[config.mk]
export PLATFORM = sky130hd
export DESIGN_NAME = vga_fb_arbiter
export DESIGN_NICKNAME = d
export VERILOG_FILES = /design/src/rtl/vga_pkg.sv /design/src/rtl/vga_pix_fifo.sv /design/src/rtl/vga_fb_arbiter.sv
export SDC_FILE = /design/constraint.sdc
export NUM_CORES = 1
export LEC_CHECK = 0
export CORE_AREA = 2 2 61 91
export CTS_BUF_LIST = sky130_fd_sc_hd__clkbuf_8
export DETAILED_ROUTE_END_ITERATION = 8
export DIE_AREA = 0 0 63 93
export PLACE_DENSITY = 0.91
export REMOVE_ABC_BUFFERS = 1
export SLEW_MARGIN = 20
export SYNTH_ARGS = -nofsm -noshare
export SYNTH_HDL_FRONTEND = slang
export SYNTH_HIERARCHICAL = 1
export SYNTH_SLANG_ARGS = --single-unit
[constraint.sdc]
create_clock -name clk -period 6.77 [get_ports clk]
set_clock_uncertainty 0.05 [all_clocks]
set_input_delay 0.677 -clock clk [delete_from_list [all_inputs] [get_ports clk]]
set_output_delay 0.677 -clock clk [all_outputs]
set_load 0.005 [all_outputs]
[src/rtl/vga_pkg.sv]
// Shared framebuffer geometry and arbiter types for the VGA framebuffer path.
package vga_pkg;
  localparam int unsigned H_ACTIVE  = 640;
  localparam int unsigned V_ACTIVE  = 480;
  localparam int unsigned FB_PIXELS = H_ACTIVE * V_ACTIVE;

  typedef enum logic [1:0] {IDLE, FETCH, DONE} arb_state_t;
  typedef enum logic {OWN_DISP, OWN_DRW} owner_t;
endpackage

[src/rtl/vga_pix_fifo.sv]
// Small synchronous pixel FIFO between framebuffer fetch and the timing generator.
// The head output holds its last shown value while the FIFO is empty.
module vga_pix_fifo #(
  parameter int unsigned DATA_W = 3,
  parameter int unsigned DEPTH  = 4,
  localparam int unsigned CNT_W = $clog2(DEPTH) + 1
) (
  input  logic              clk,
  input  logic              reset,
  input  logic              flush,
  input  logic              push,
  input  logic [DATA_W-1:0] wdata,
  input  logic              pop,
  output logic [DATA_W-1:0] rdata,
  output logic [CNT_W-1:0]  count,
  output logic              empty,
  output logic              full
);
  localparam int unsigned PTR_W = $clog2(DEPTH);

  logic [DATA_W-1:0] mem [DEPTH];
  logic [PTR_W-1:0]  wr_ptr;
  logic [PTR_W-1:0]  rd_ptr;
  logic [CNT_W-1:0]  cnt_q;
  logic [DATA_W-1:0] hold_q;
  logic              do_push;
  logic              do_pop;

  assign empty   = (cnt_q == '0);
  assign full    = (cnt_q == CNT_W'(DEPTH));
  assign do_pop  = pop && !empty;
  assign do_push = push && (!full || do_pop);
  assign count   = cnt_q;
  assign rdata   = empty ? hold_q : mem[rd_ptr];

  // Pointers, occupancy and the held head value
  always_ff @(posedge clk or negedge reset) begin
    if (!reset) begin
      wr_ptr <= '0;
      rd_ptr <= '0;
      cnt_q  <= '0;
      hold_q <= '0;
    end else if (flush) begin
      wr_ptr <= '0;
      rd_ptr <= '0;
      cnt_q  <= '0;
      hold_q <= rdata;
    end else begin
      hold_q <= rdata;
      if (do_push) wr_ptr <= wr_ptr + PTR_W'(1);
      if (do_pop)  rd_ptr <= rd_ptr + PTR_W'(1);
      cnt_q <= cnt_q + CNT_W'(do_push) - CNT_W'(do_pop);
    end
  end

  // Storage needs no reset: entries are only read once counted in
  always_ff @(posedge clk) begin
    if (do_push && !flush) mem[wr_ptr] <= wdata;
  end
endmodule

[src/rtl/vga_fb_arbiter.sv]
// Shares a single-port framebuffer RAM between sequential display prefetch
// and a draw engine; display wins whenever its FIFO is close to running dry.
module vga_fb_arbiter #(
  parameter int unsigned ADDR_W     = 19,
  parameter int unsigned DATA_W     = 3,
  parameter int unsigned H_ACTIVE   = vga_pkg::H_ACTIVE,
  parameter int unsigned V_ACTIVE   = vga_pkg::V_ACTIVE,
  parameter int unsigned FIFO_DEPTH = 4,
  parameter int unsigned LOW_WM     = 1
) (
  input  logic              clk,
  input  logic              reset,
  input  logic              frame_start,
  input  logic              pix_rd,
  output logic [DATA_W-1:0] pix_data,
  output logic              pix_valid,
  output logic              underrun,
  input  logic              drw_req,
  input  logic              drw_we,
  input  logic [ADDR_W-1:0] drw_addr,
  input  logic [DATA_W-1:0] drw_wdata,
  output logic              drw_gnt,
  output logic [DATA_W-1:0] drw_rdata,
  output logic              drw_rvalid,
  output logic              mem_en,
  output logic              mem_we,
  output logic [ADDR_W-1:0] mem_addr,
  output logic [DATA_W-1:0] mem_wdata,
  input  logic [DATA_W-1:0] mem_rdata
);
  import vga_pkg::*;

  localparam int unsigned CNT_W     = $clog2(FIFO_DEPTH) + 1;
  localparam int unsigned FRAME_PIX = H_ACTIVE * V_ACTIVE;
  localparam logic [ADDR_W-1:0] LAST_ADDR = ADDR_W'(FRAME_PIX - 1);

  arb_state_t        state_q;
  arb_state_t        state_d;
  logic [ADDR_W-1:0] fetch_addr;
  logic              rd_pend;
  owner_t            rd_owner;
  logic [DATA_W-1:0] drw_rdata_q;
  logic              disp_issue;
  logic              disp_pend;
  logic              fifo_push;
  logic              fifo_pop;
  logic [CNT_W-1:0]  fifo_count;
  logic [CNT_W-1:0]  occ;
  logic              fifo_empty;
  logic              fifo_full;

  // occ counts the in-flight display read so a push can never overflow
  assign disp_pend = rd_pend && (rd_owner == OWN_DISP);
  assign occ       = fifo_count + CNT_W'(disp_pend);
  assign fifo_push = disp_pend && !frame_start;
  assign fifo_pop  = pix_rd && !fifo_empty && !frame_start;
  assign pix_valid = !fifo_empty;
  assign drw_rdata = drw_rvalid ? mem_rdata : drw_rdata_q;

  vga_pix_fifo #(
    .DATA_W (DATA_W),
    .DEPTH  (FIFO_DEPTH)
  ) u_fifo (
    .clk   (clk),
    .reset (reset),
    .flush (frame_start),
    .push  (fifo_push),
    .wdata (mem_rdata),
    .pop   (fifo_pop),
    .rdata (pix_data),
    .count (fifo_count),
    .empty (fifo_empty),
    .full  (fifo_full)
  );

  // State register
  always_ff @(posedge clk or negedge reset) begin
    if (!reset) state_q <= IDLE;
    else        state_q <= state_d;
  end

  // Next state: frame_start restarts from any state
  always_comb begin
    state_d = state_q;
    if (frame_start) begin
      state_d = FETCH;
    end else if (state_q == FETCH && disp_issue && fetch_addr == LAST_ADDR) begin
      state_d = DONE;
    end
  end

  // Slot arbitration and RAM port drive; a frame_start cycle issues no display read
  always_comb begin
    disp_issue = 1'b0;
    drw_gnt    = 1'b0;
    mem_en     = 1'b0;
    mem_we     = 1'b0;
    mem_addr   = '0;
    mem_wdata  = '0;
    if (reset) begin
      if (state_q != FETCH) begin
        drw_gnt = drw_req;
      end else if (occ <= CNT_W'(LOW_WM)) begin
        disp_issue = !frame_start;
      end else if (drw_req) begin
        drw_gnt = 1'b1;
      end else if (!fifo_full && occ < CNT_W'(FIFO_DEPTH)) begin
        disp_issue = !frame_start;
      end

      if (drw_gnt) begin
        mem_en    = 1'b1;
        mem_we    = drw_we;
        mem_addr  = drw_addr;
        mem_wdata = drw_wdata;
      end else if (disp_issue) begin
        mem_en   = 1'b1;
        mem_addr = fetch_addr;
      end
    end
  end

  // Read tracking, fetch pointer and sticky underrun
  always_ff @(posedge clk or negedge reset) begin
    if (!reset) begin
      fetch_addr  <= '0;
      rd_pend     <= 1'b0;
      rd_owner    <= OWN_DISP;
      underrun    <= 1'b0;
      drw_rvalid  <= 1'b0;
      drw_rdata_q <= '0;
    end else begin
      rd_pend     <= mem_en && !mem_we;
      rd_owner    <= drw_gnt ? OWN_DRW : OWN_DISP;
      drw_rvalid  <= drw_gnt && !drw_we;
      drw_rdata_q <= drw_rdata;
      if (frame_start) begin
        fetch_addr <= '0;
        underrun   <= 1'b0;
      end else begin
        if (disp_issue)            fetch_addr <= fetch_addr + ADDR_W'(1);
        if (pix_rd && fifo_empty)  underrun   <= 1'b1;
      end
    end
  end
endmodule
Yosys cells after proc, flatten, opt, wreduce, memory -nomap -nowiden. Memories as Yosys holds them, arrays and structs flattened. Cells that the tools add are included.

Add/sub/neg operators: 6. Magnitude comparators: 2. Eq/ne operators: 4. Multiplexer cells: 37. Bitwise logic cells: 1. Reductions and logical operators: 25.

Operators by type and width (number): 2-to-1 mux 19 bit (5); 2-to-1 mux 1 bit (21); adder 19 x 1 -> 19 bit (second input constant) (1); == test 19 bit (second input constant) (1); 2-to-1 mux 3 bit (5); logical AND 1 bit (13); 2-to-1 mux 2 bit (6); nonzero test 2 bit (5); adder 3 x 1 -> 3 bit (2); zero test 1 bit (5); adder 2 x 1 -> 2 bit (second input constant) (2); == test 3 bit (second input constant) (1); <= comparator 3 x 1 -> 1 bit (second input constant) (1); zero test 3 bit (1); less-than comparator 3 bit (second input constant) (1); subtractor 3 x 1 -> 3 bit (1); == test 2 x 1 -> 1 bit (second input constant) (1); != test 2 x 1 -> 1 bit (second input constant) (1); logical OR 1 bit (1); NOT 1 bit (1).

Flip-flop bits (word level): 38. Memory bits (writable): 12. Output and inout port bits: 34. Logic and storage cells: 87. Memories kept: 1.

Memory list: u_fifo.mem (words 4, width 3, rd ports 1, clocked after Yosys merged registers in 0, write ports 1, line vga_pix_fifo.sv:21) `logic [DATA_W-1:0] mem [DEPTH];`.

Depth between registers and ports, before layout.
Depth after elaboration: 15. Depth in mapped cells: 11. Gate-level depth less buffers: 10.

Cells and area by module. Netlist, hierarchy kept.

Modules (own cells, without submodules): vga_fb_arbiter (instances 1, cells an instance 179, area each 1682.9 sq um, sequential area each 700.7 sq um); vga_pix_fifo (instances 1, cells an instance 67, area each 1017.2 sq um, sequential area each 610.6 sq um).

Worst setup path before layout. OpenSTA, ideal clock, no wires.

Kind: in2reg. Start point: input port frame_start. End point: register u_fifo.cnt_q[2], in the netlist u_fifo/count[2]. Setup time: 0.131 ns. Arrival: 2.580 ns. Slack: 4.009 ns. Cell stages on the path: 11. Buffers on the path: 2. Cell sequence: clkbuf_1 buf_1 nor3b_1 o31ai_1 nor2_1 a21o_1 ha_1 inv_1 fa_1 xnor2_1 nor2_1.

Longest elaborated chain between the ends: 8.

RTL lines: start, declared (line vga_fb_arbiter.sv:13) `input logic frame_start,`; zero test 1 bit (*) (line vga_fb_arbiter.sv:56) `assign fifo_pop = pix_rd && !fifo_empty && !frame_start;`; logical AND 1 bit (*) (line vga_fb_arbiter.sv:56); net fifo_pop (line vga_fb_arbiter.sv:46) `logic fifo_pop;`; logical AND 1 bit (*) (line vga_pix_fifo.sv:31) `assign do_pop = pop && !empty;`; logical OR 1 bit (line vga_pix_fifo.sv:32) `assign do_push = push && (!full || do_pop);`; logical AND 1 bit (line vga_pix_fifo.sv:32); adder 3 x 1 -> 3 bit (line vga_pix_fifo.sv:52) `cnt_q <= cnt_q + CNT_W'(do_push) - CNT_W'(do_pop);`; subtractor 3 x 1 -> 3 bit (*) (line vga_pix_fifo.sv:52); 2-to-1 mux 3 bit (*) (line vga_pix_fifo.sv:43) `end else if (flush) begin`; end signal, assigned (line vga_pix_fifo.sv:52); end, declared (line vga_pix_fifo.sv:24) `logic [CNT_W-1:0] cnt_q;`.

The timed path passes the listed nets; every way through them passes the cells marked *. A chain may end at the register's enable or synchronous reset.

Worst setup path after layout.
Start point: input port frame_start. End point: output port mem_addr[13].

Longest elaborated chain between the ends: 9.

RTL lines: zero test 1 bit (*) (line vga_fb_arbiter.sv:104, vga_fb_arbiter.sv:108); 2-to-1 mux 1 bit (line vga_fb_arbiter.sv:107) `end else if (!fifo_full && occ < CNT_W'(FIFO_DEPTH)) begin`; 2-to-1 mux 1 bit (line vga_fb_arbiter.sv:105) `end else if (drw_req) begin`; 2-to-1 mux 1 bit (*) (line vga_fb_arbiter.sv:103) `end else if (occ <= CNT_W'(LOW_WM)) begin`; 2-to-1 mux 1 bit (*) (line vga_fb_arbiter.sv:101) `if (state_q != FETCH) begin`; 2-to-1 mux 1 bit (*) (line vga_fb_arbiter.sv:100) `if (reset) begin`; 2-to-1 mux 19 bit (*) (line vga_fb_arbiter.sv:116) `end else if (disp_issue) begin`; 2-to-1 mux 19 bit (*) (line vga_fb_arbiter.sv:111) `if (drw_gnt) begin`; 2-to-1 mux 19 bit (*) (line vga_fb_arbiter.sv:100); end, declared (line vga_fb_arbiter.sv:27) `output logic [ADDR_W-1:0] mem_addr,`.

Every way passes the cells marked *; elsewhere a longest branch is shown, timed or not. The select of a mux whose other input is x is not followed.

==> impl_metrics.py <==
metrics = {
    "setup_path": {
        "end_kind": "output port",
        "arrival_ns": 3.06,
        "worstSetupPathType": "input pin to output port",
        "critPathMaxFanout": 39,
        "worstPathRequired_ns": 6.04,
        "critPathSlowestCell": "and4_1",
        "path_cells": "clkdlybuf4s50_1, buf_4, nor2b_1, and4_1, a22o_1, clkdlybuf4s50_1",
        "slowest_delay_ns": 0.78,
        "crit_path_start_kind": "input pin",
        "cpMostUsedCell": "clkdlybuf4s50_1",
    },
    "floorplanning": {
        "die_w_um": 63,
        "rows": 32,
        "die_h_um": 93,
        "initial_core_util": 0.5310,
        "die_area_um2": 5859,
        "io_pins": 65,
        "core_region_area_um2": 5085,
    },
    "synth": {
        "synthTopCellsByArea": "dfrtp_1 (35%), edfxtp_1 (13%), a22o_1 (5.5%)",
        "synth_cells": 246,
        "async_flop_share": 0.7600,
        "synth_area_per_cell_um2": 10.98,
        "synth_largest_area_cell": "dfrtp_1",
        "synth_fa_ha_area_frac": 0.03985,
        "synth.top_cell.area_share": 0.3522,
        "synth_cell_types": 46,
        "synth_ff_type": "dfrtp_1",
        "synth_top_family_by_area": "simple AND/OR/NAND/NOR gates",
        "synth-compound-area-share": 0.1376,
        "synth.most_common_cell": "dfrtp_1",
        "yosys_warnings": 6,
        "synth_simple_gate_area_frac": 0.1997,
        "synthTopCellsByCount": "dfrtp_1 (38), a22o_1 (17), a21oi_1 (15)",
        "synth_mux_area_frac": 0.07414,
        "synth_xor_area_frac": 0.02224,
        "ys_ff_latch": 50,
        "synth-edff-count": 12,
        "synth-seq-area-share": 0.4856,
        "synth_area_um2": 2700,
    },
    "drt": {
        "drc_errors": 0,
        "route.vias.total": 2214,
        "drt_first_pass_iters": 4,
        "drt_iter0_drc": 48,
        "detail_route.wirelength_um": 5857,
        "antenna_left": 0,
        "routedWlPerCell_um": 15.66,
        "avgViaCountPerCell": 5.920,
    },
    "sta": {
        "setup_viol": 0,
        "grt_setup_unrepaired": "no",
        "finalCriticalPeriod_ns": 3.785,
        "maxSlewHeadroom": 0.4312,
        "maxSlewViolCount": 0,
        "fmax_mhz": 264.2,
        "finalHoldViolCount": 0,
        "setup_tns_ns": 0,
        "worst_pin_slew_ns": 0.8533,
        "whs_ns": 0.3526,
        "layout_worst_path_cycle_share": 0.5590,
    },
    "pwr": {
        "p_sw_frac": 0.2582,
        "leakagePower_nw": 1.344,
        "p_per_area_nw_per_um2": 190.2,
        "clkPwrFrac": 0.272,
        "p_seq_frac": 0.516,
        "comb_power_share": 0.212,
        "peakVddDrop_mv": 0.1125,
        "intPower_mw": 0.4897,
        "p_sw_mw": 0.1704,
    },
    "cells_and_area": {
        "antenna_cells": 0,
        "final_nets": 344,
        "sequential_cell_area_um2": 1311,
        "drive_gt1_frac": 0.1078,
        "syn2layout_area_growth_pct": 28.54,
        "fill_cells": 408,
        "multi_input_area_um2": 1285,
    },
    "global_routing": {
        "grt_pass1_vias": 2159,
        "top_usage_layer": "met2",
        "grt.met1_usage": 0.2433,
        "met2_usage": 0.3848,
        "grt_max_degree": 41,
        "grt_pass1_wl_um": 9729,
        "gr-total-overflow": 0,
        "met3_usage": 0.03730,
        "antenna_found_initial": 0,
        "grt_use_total": 0.2109,
    },
    "clock_network": {
        "clkSlewWorstSetupHoldPaths_ns": 0.09,
        "tritoncts": "yes",
        "cts-htree-levels": 2,
        "clkLatencyLatePin_ns": 0.31,
        "cts_setup_buffers": 0,
        "cts_buffers": 5,
        "clkSinkCount": 50,
        "cts.path.max_buffers": 2,
        "cts_hold_buffers": 0,
        "root_buffer": "clkbuf_8",
        "post_cts_resized": 0,
    },
    "placement": {
        "place.gp.congestion": 0.8391,
        "hpwl_um": 4048,
        "numPortBuffers": 64,
    },
    "status": {
        "status": "completed",
    },
    "flow_run": {
        "drv_cap": 0,
    },
    "hold_path": {
        "worst_hold_path_type": "input pin to async pin",
    },
}
## worst paths after layout
kind	from	to	slack, ns	cells past startpoint
setup / recovery	frame_start	mem_addr[13]	2.99	6
hold / removal	reset	u_fifo/hold_q[0]	0.35	2
setup reg to reg	u_fifo/count[1]	u_fifo/count[1]	4.07	9
hold reg to reg	drw_rdata_q[2]	drw_rdata_q[2]	0.45	1
max in group asynchronous	reset	state_q[1]	5.97	2
min in group clk	drw_rdata_q[2]	drw_rdata_q[2]	0.45	1
## cell usage in the layout (no fill, tap or decap), types with 3 or more instances in the layout
master	instances
a21oi_1	15
a22o_1	17
and2_1	9
and4_1	4
buf_4	4
clkbuf_8	5
clkdlybuf4s50_1	63
dfrtp_1	38
edfxtp_1	12
ha_1	7
inv_1	8
mux2_2	9
mux4_2	3
nand2_1	11
nand2b_1	4
nand3_1	4
nand4_1	7
nor2_1	13
nor2b_1	9
nor3_1	3
nor3b_1	4
o21ai_0	7
o31ai_1	10
or4_1	9
xor2_1	3
## per-layer routing
metal | routed length, um | up-vias
met2 | 3177 | 83
met1 | 2237 | 1080
met3 | 301 | 16
met5 | 0 | -
met4 | 140 | 0
li1 | - | 1035
## sequential cells by signal, indices dropped and copies added (netlist names)
name	cells
drw_rdata_q	3
drw_rvalid	1
fetch_addr	19
underrun	1
state_q	2
u_fifo/wr_ptr	2
rd_pend	1
u_fifo/rd_ptr	2
u_fifo/mem	12
u_fifo/hold_q	3
u_fifo/count	3
rd_owner	1
## final cells by class
| cell class | count | share of cell area |
|---|---|---|
| Clock buffer | 5 | 0.01983 |
| Clock inverter | 3 | 0.007210 |
| Inverter | 8 | 0.008652 |
| Multi-Input combinational cell | 172 | 0.3702 |
| Sequential cell | 50 | 0.3778 |
| Tap cell | 68 | 0.02451 |
| Timing Repair Buffer | 68 | 0.1918 |
## logic make-up after synthesis
family,Yosys count
adder cells (fa/ha/maj),8
AND/OR/NAND/NOR,89
XOR/XNOR,6
buffers and inverters,24
multiplexers,15
flip-flops,50
AO/OA/AOI/OAI,54
## power groups by stage
stage | registers [mW] | clock network [mW] | logic [mW]
after floorplan | 0.344 | 0 | 0.0545
final | 0.341 | 0.180 | 0.140
after global routing | 0.343 | 0.195 | 0.153
after detailed placement | 0.348 | 0 | 0.142
after global placement | 0.346 | 0 | 0.136
after CTS | 0.341 | 0.184 | 0.143
## stage by stage
stage | instance area [um2] | total power [mW] | cells | setup slack, ns | utilization
floorplan | 2620 | 0.3986 | 230 | 3.728 | -
global placement | 3377 | 0.4823 | 366 | 2.996 | 0.6641
detailed placement | 3377 | 0.4893 | 366 | 2.955 | 0.6641
CTS | 3471 | 0.6681 | 374 | 2.946 | 0.6826
global route | 3471 | 0.6909 | 374 | 2.826 | 0.6826
finish | 3471 | 0.6601 | 374 | 2.985 | 0.6826
## critical path, delay by kind of cell
family | cells | cell delay [ns]
compound gates | 1 | 0.26
buf+inv | 3 | 1.14
simple gates | 2 | 0.96
No activity file was read; power rests on OpenSTA's default activity.
==> variant, RTL diff (same settings) <==
The parameter `FIFO_DEPTH` goes from 4 to 2.
--- a/src/rtl/vga_fb_arbiter.sv
+++ b/src/rtl/vga_fb_arbiter.sv
@@ -5,7 +5,7 @@
   parameter int unsigned DATA_W     = 3,
   parameter int unsigned H_ACTIVE   = vga_pkg::H_ACTIVE,
   parameter int unsigned V_ACTIVE   = vga_pkg::V_ACTIVE,
-  parameter int unsigned FIFO_DEPTH = 4,
+  parameter int unsigned FIFO_DEPTH = 2,
   parameter int unsigned LOW_WM     = 1
 ) (
   input  logic              clk,
Behaviour: not the same (Yosys sat finds a counterexample within 4 cycles, from zero or initial values and one cycle with reset low).
==> variant against the unedited design <==
Worst hold slack gained 97 ps; first-iteration DRC count grew 79%; cell area shrank 14%; sequential cell count shrank 9; global-route usage shrank 2.1 points; critical path depth is the same; setup slack lost 500 ps; synthesized area shrank 18%; power shrank 23%; sequential power shrank 21%; register-to-register slack gained 260 ps; wire length shrank 10%; critical path type unchanged; count of clock-buffer cells in the layout is the same.
==> variant: results (changes against the unedited design) <==
{| class="wikitable"
! Metric !! Value
|-
| Worst Tran Pin Value || 899.7 ps (+46.43 ps)
|-
| Overall via count from detail_route || 1843 (-17%)
|-
| Initial DRT Pass Iterations || 4 (unchanged)
|-
| Worst setup slack for register-to-register paths || 4330 ps (+260 ps)
|-
| Via count of the first global-routing pass || 1894 (-12%)
|-
| Count of cells along the worst hold path || 1
|-
| Slowest cell on the critical path || and2_1
|-
| Routability cong. || 0.7789 (-7.2%)
|-
| Final Net Count || 306 (-11%)
|-
| Share of cells above drive strength 1 || 10.95% (+0.16 points)
|-
| H-tree depth reported by CTS || 2 (unchanged)
|-
| Internal cell power || 0.3826 mW (-22%)
|-
| Setup fix buffers added after clock tree synthesis || 0 (unchanged)
|-
| Static power due to leakage || 1.215 nW (-9.6%)
|-
| Largest registers || fetch_addr: 19 flops, u_fifo/mem: 6 flops
|-
| Critical Path AT || 3560 ps (+500 ps)
|-
| First-pass GRT wire length || 8.638 mm (-11%)
|-
| Min-Delay Endpoint || drw_rdata_q[0]
|-
| Launch point of the worst reg-to-reg path || rd_owner
|-
| Number of cell instances on the worst register-to-register path || 5 (-4)
|-
| Bufs on Longest Clock Path || 2 (unchanged)
|-
| Worst IR drop on VDD || 0.08790 mV (-22%)
|-
| Global Route Usage Sum || 18.98% (-2.1 points)
|-
| Largest net degree at the start of global routing || 38 (-7.3%)
|-
| N_diodes || 0 (unchanged)
|-
| Number of CTS-inserted buffers || 5 (unchanged)
|-
| Synthesis Warnings || 6 (unchanged)
|-
| WL per Instance || 15.33 µm (-2.1%)
|-
| Placed wire-length estimate || 3.849 mm (-4.9%)
|-
| Worst hold-check path type || reg2reg
|-
| Endpoint of the worst-slack reg-to-reg timing path || fetch_addr[1]
|-
| Run status || finished, final reports clean
|-
| Iteration-0 DRC Markers || 86 (+79%)
|-
| Critical Path Fanout Max || 37 (-5.1%)
|-
| Clock-pin transition on the worst setup and hold timing paths || 80 ps
|-
| Clock tree root buffer cell || clkbuf_8
|-
| Number of antenna violations at the first check in global routing || 0 (unchanged)
|}
==> variant: cell types whose count changed in the layout (fill, tap and decap cells not counted), sizes merged, moves of 6 or more <==
cell / unedited run / this run
a21oi: 15 / 9
nor2: 13 / 21
edfxtp: 12 / 6
xor2: 3 / 12
o31ai: 10 / 3
==> variant: how the worst max path moves through the flow <==
stage,start,endpoint,slack [ps],depth (start not counted)
final,reset,mem_addr[4],2480,6
after global routing,reset,mem_addr[1],2240,6
after global placement,reset,mem_addr[4],2450,6
after floorplan,frame_start,mem_addr[0],4160,3
after detailed placement,reset,mem_addr[4],2400,6
after CTS,reset,mem_addr[4],2400,6
==> variant: power groups by stage <==
stage | Clock, mW | Combinational (mW) | Sequential, mW
6_report | 0.158 | 0.0827 | 0.269
5_1_grt | 0.170 | 0.0914 | 0.271
4_1_cts | 0.160 | 0.0843 | 0.270
3_5_place_dp | 0 | 0.0841 | 0.275
3_3_place_gp | 0 | 0.0809 | 0.273
2_1_floorplan | 0 | 0.0265 | 0.272
==> variant: cell type report <==
class | instances | area (µm²)
clock inverters | 3 | 17.52
clock buffers | 5 | 68.82
repair buffers | 66 | 655.6
flip-flops and latches | 41 | 1056
fillers | 436 | 2097
inverters | 7 | 26.28
multi-input cells | 152 | 1079
well taps | 68 | 85.08
==> variant: per-layer routing <==
layer	vias to the layer above	wire [µm]	GRT usage, %
li1	889	-	-
met4	0	90	9.074
met1	886	1923	19.46
met3	7	285	4.813
met2	61	2945	35.37
met5	-	0	0
==> variant: stage by stage <==
step	hold WS [ps]	instances	setup WS, ps	instance area [µm²]	utilization [%]
after floorplan	331.4	200	4161	2161	-
after global placement	423.7	334	2447	2902	57.06
after detailed placement	437.2	334	2400	2902	57.06
after CTS	455.4	342	2402	2988	58.76
after global routing	477.8	342	2235	2988	58.76
final	449.2	342	2484	2988	58.76
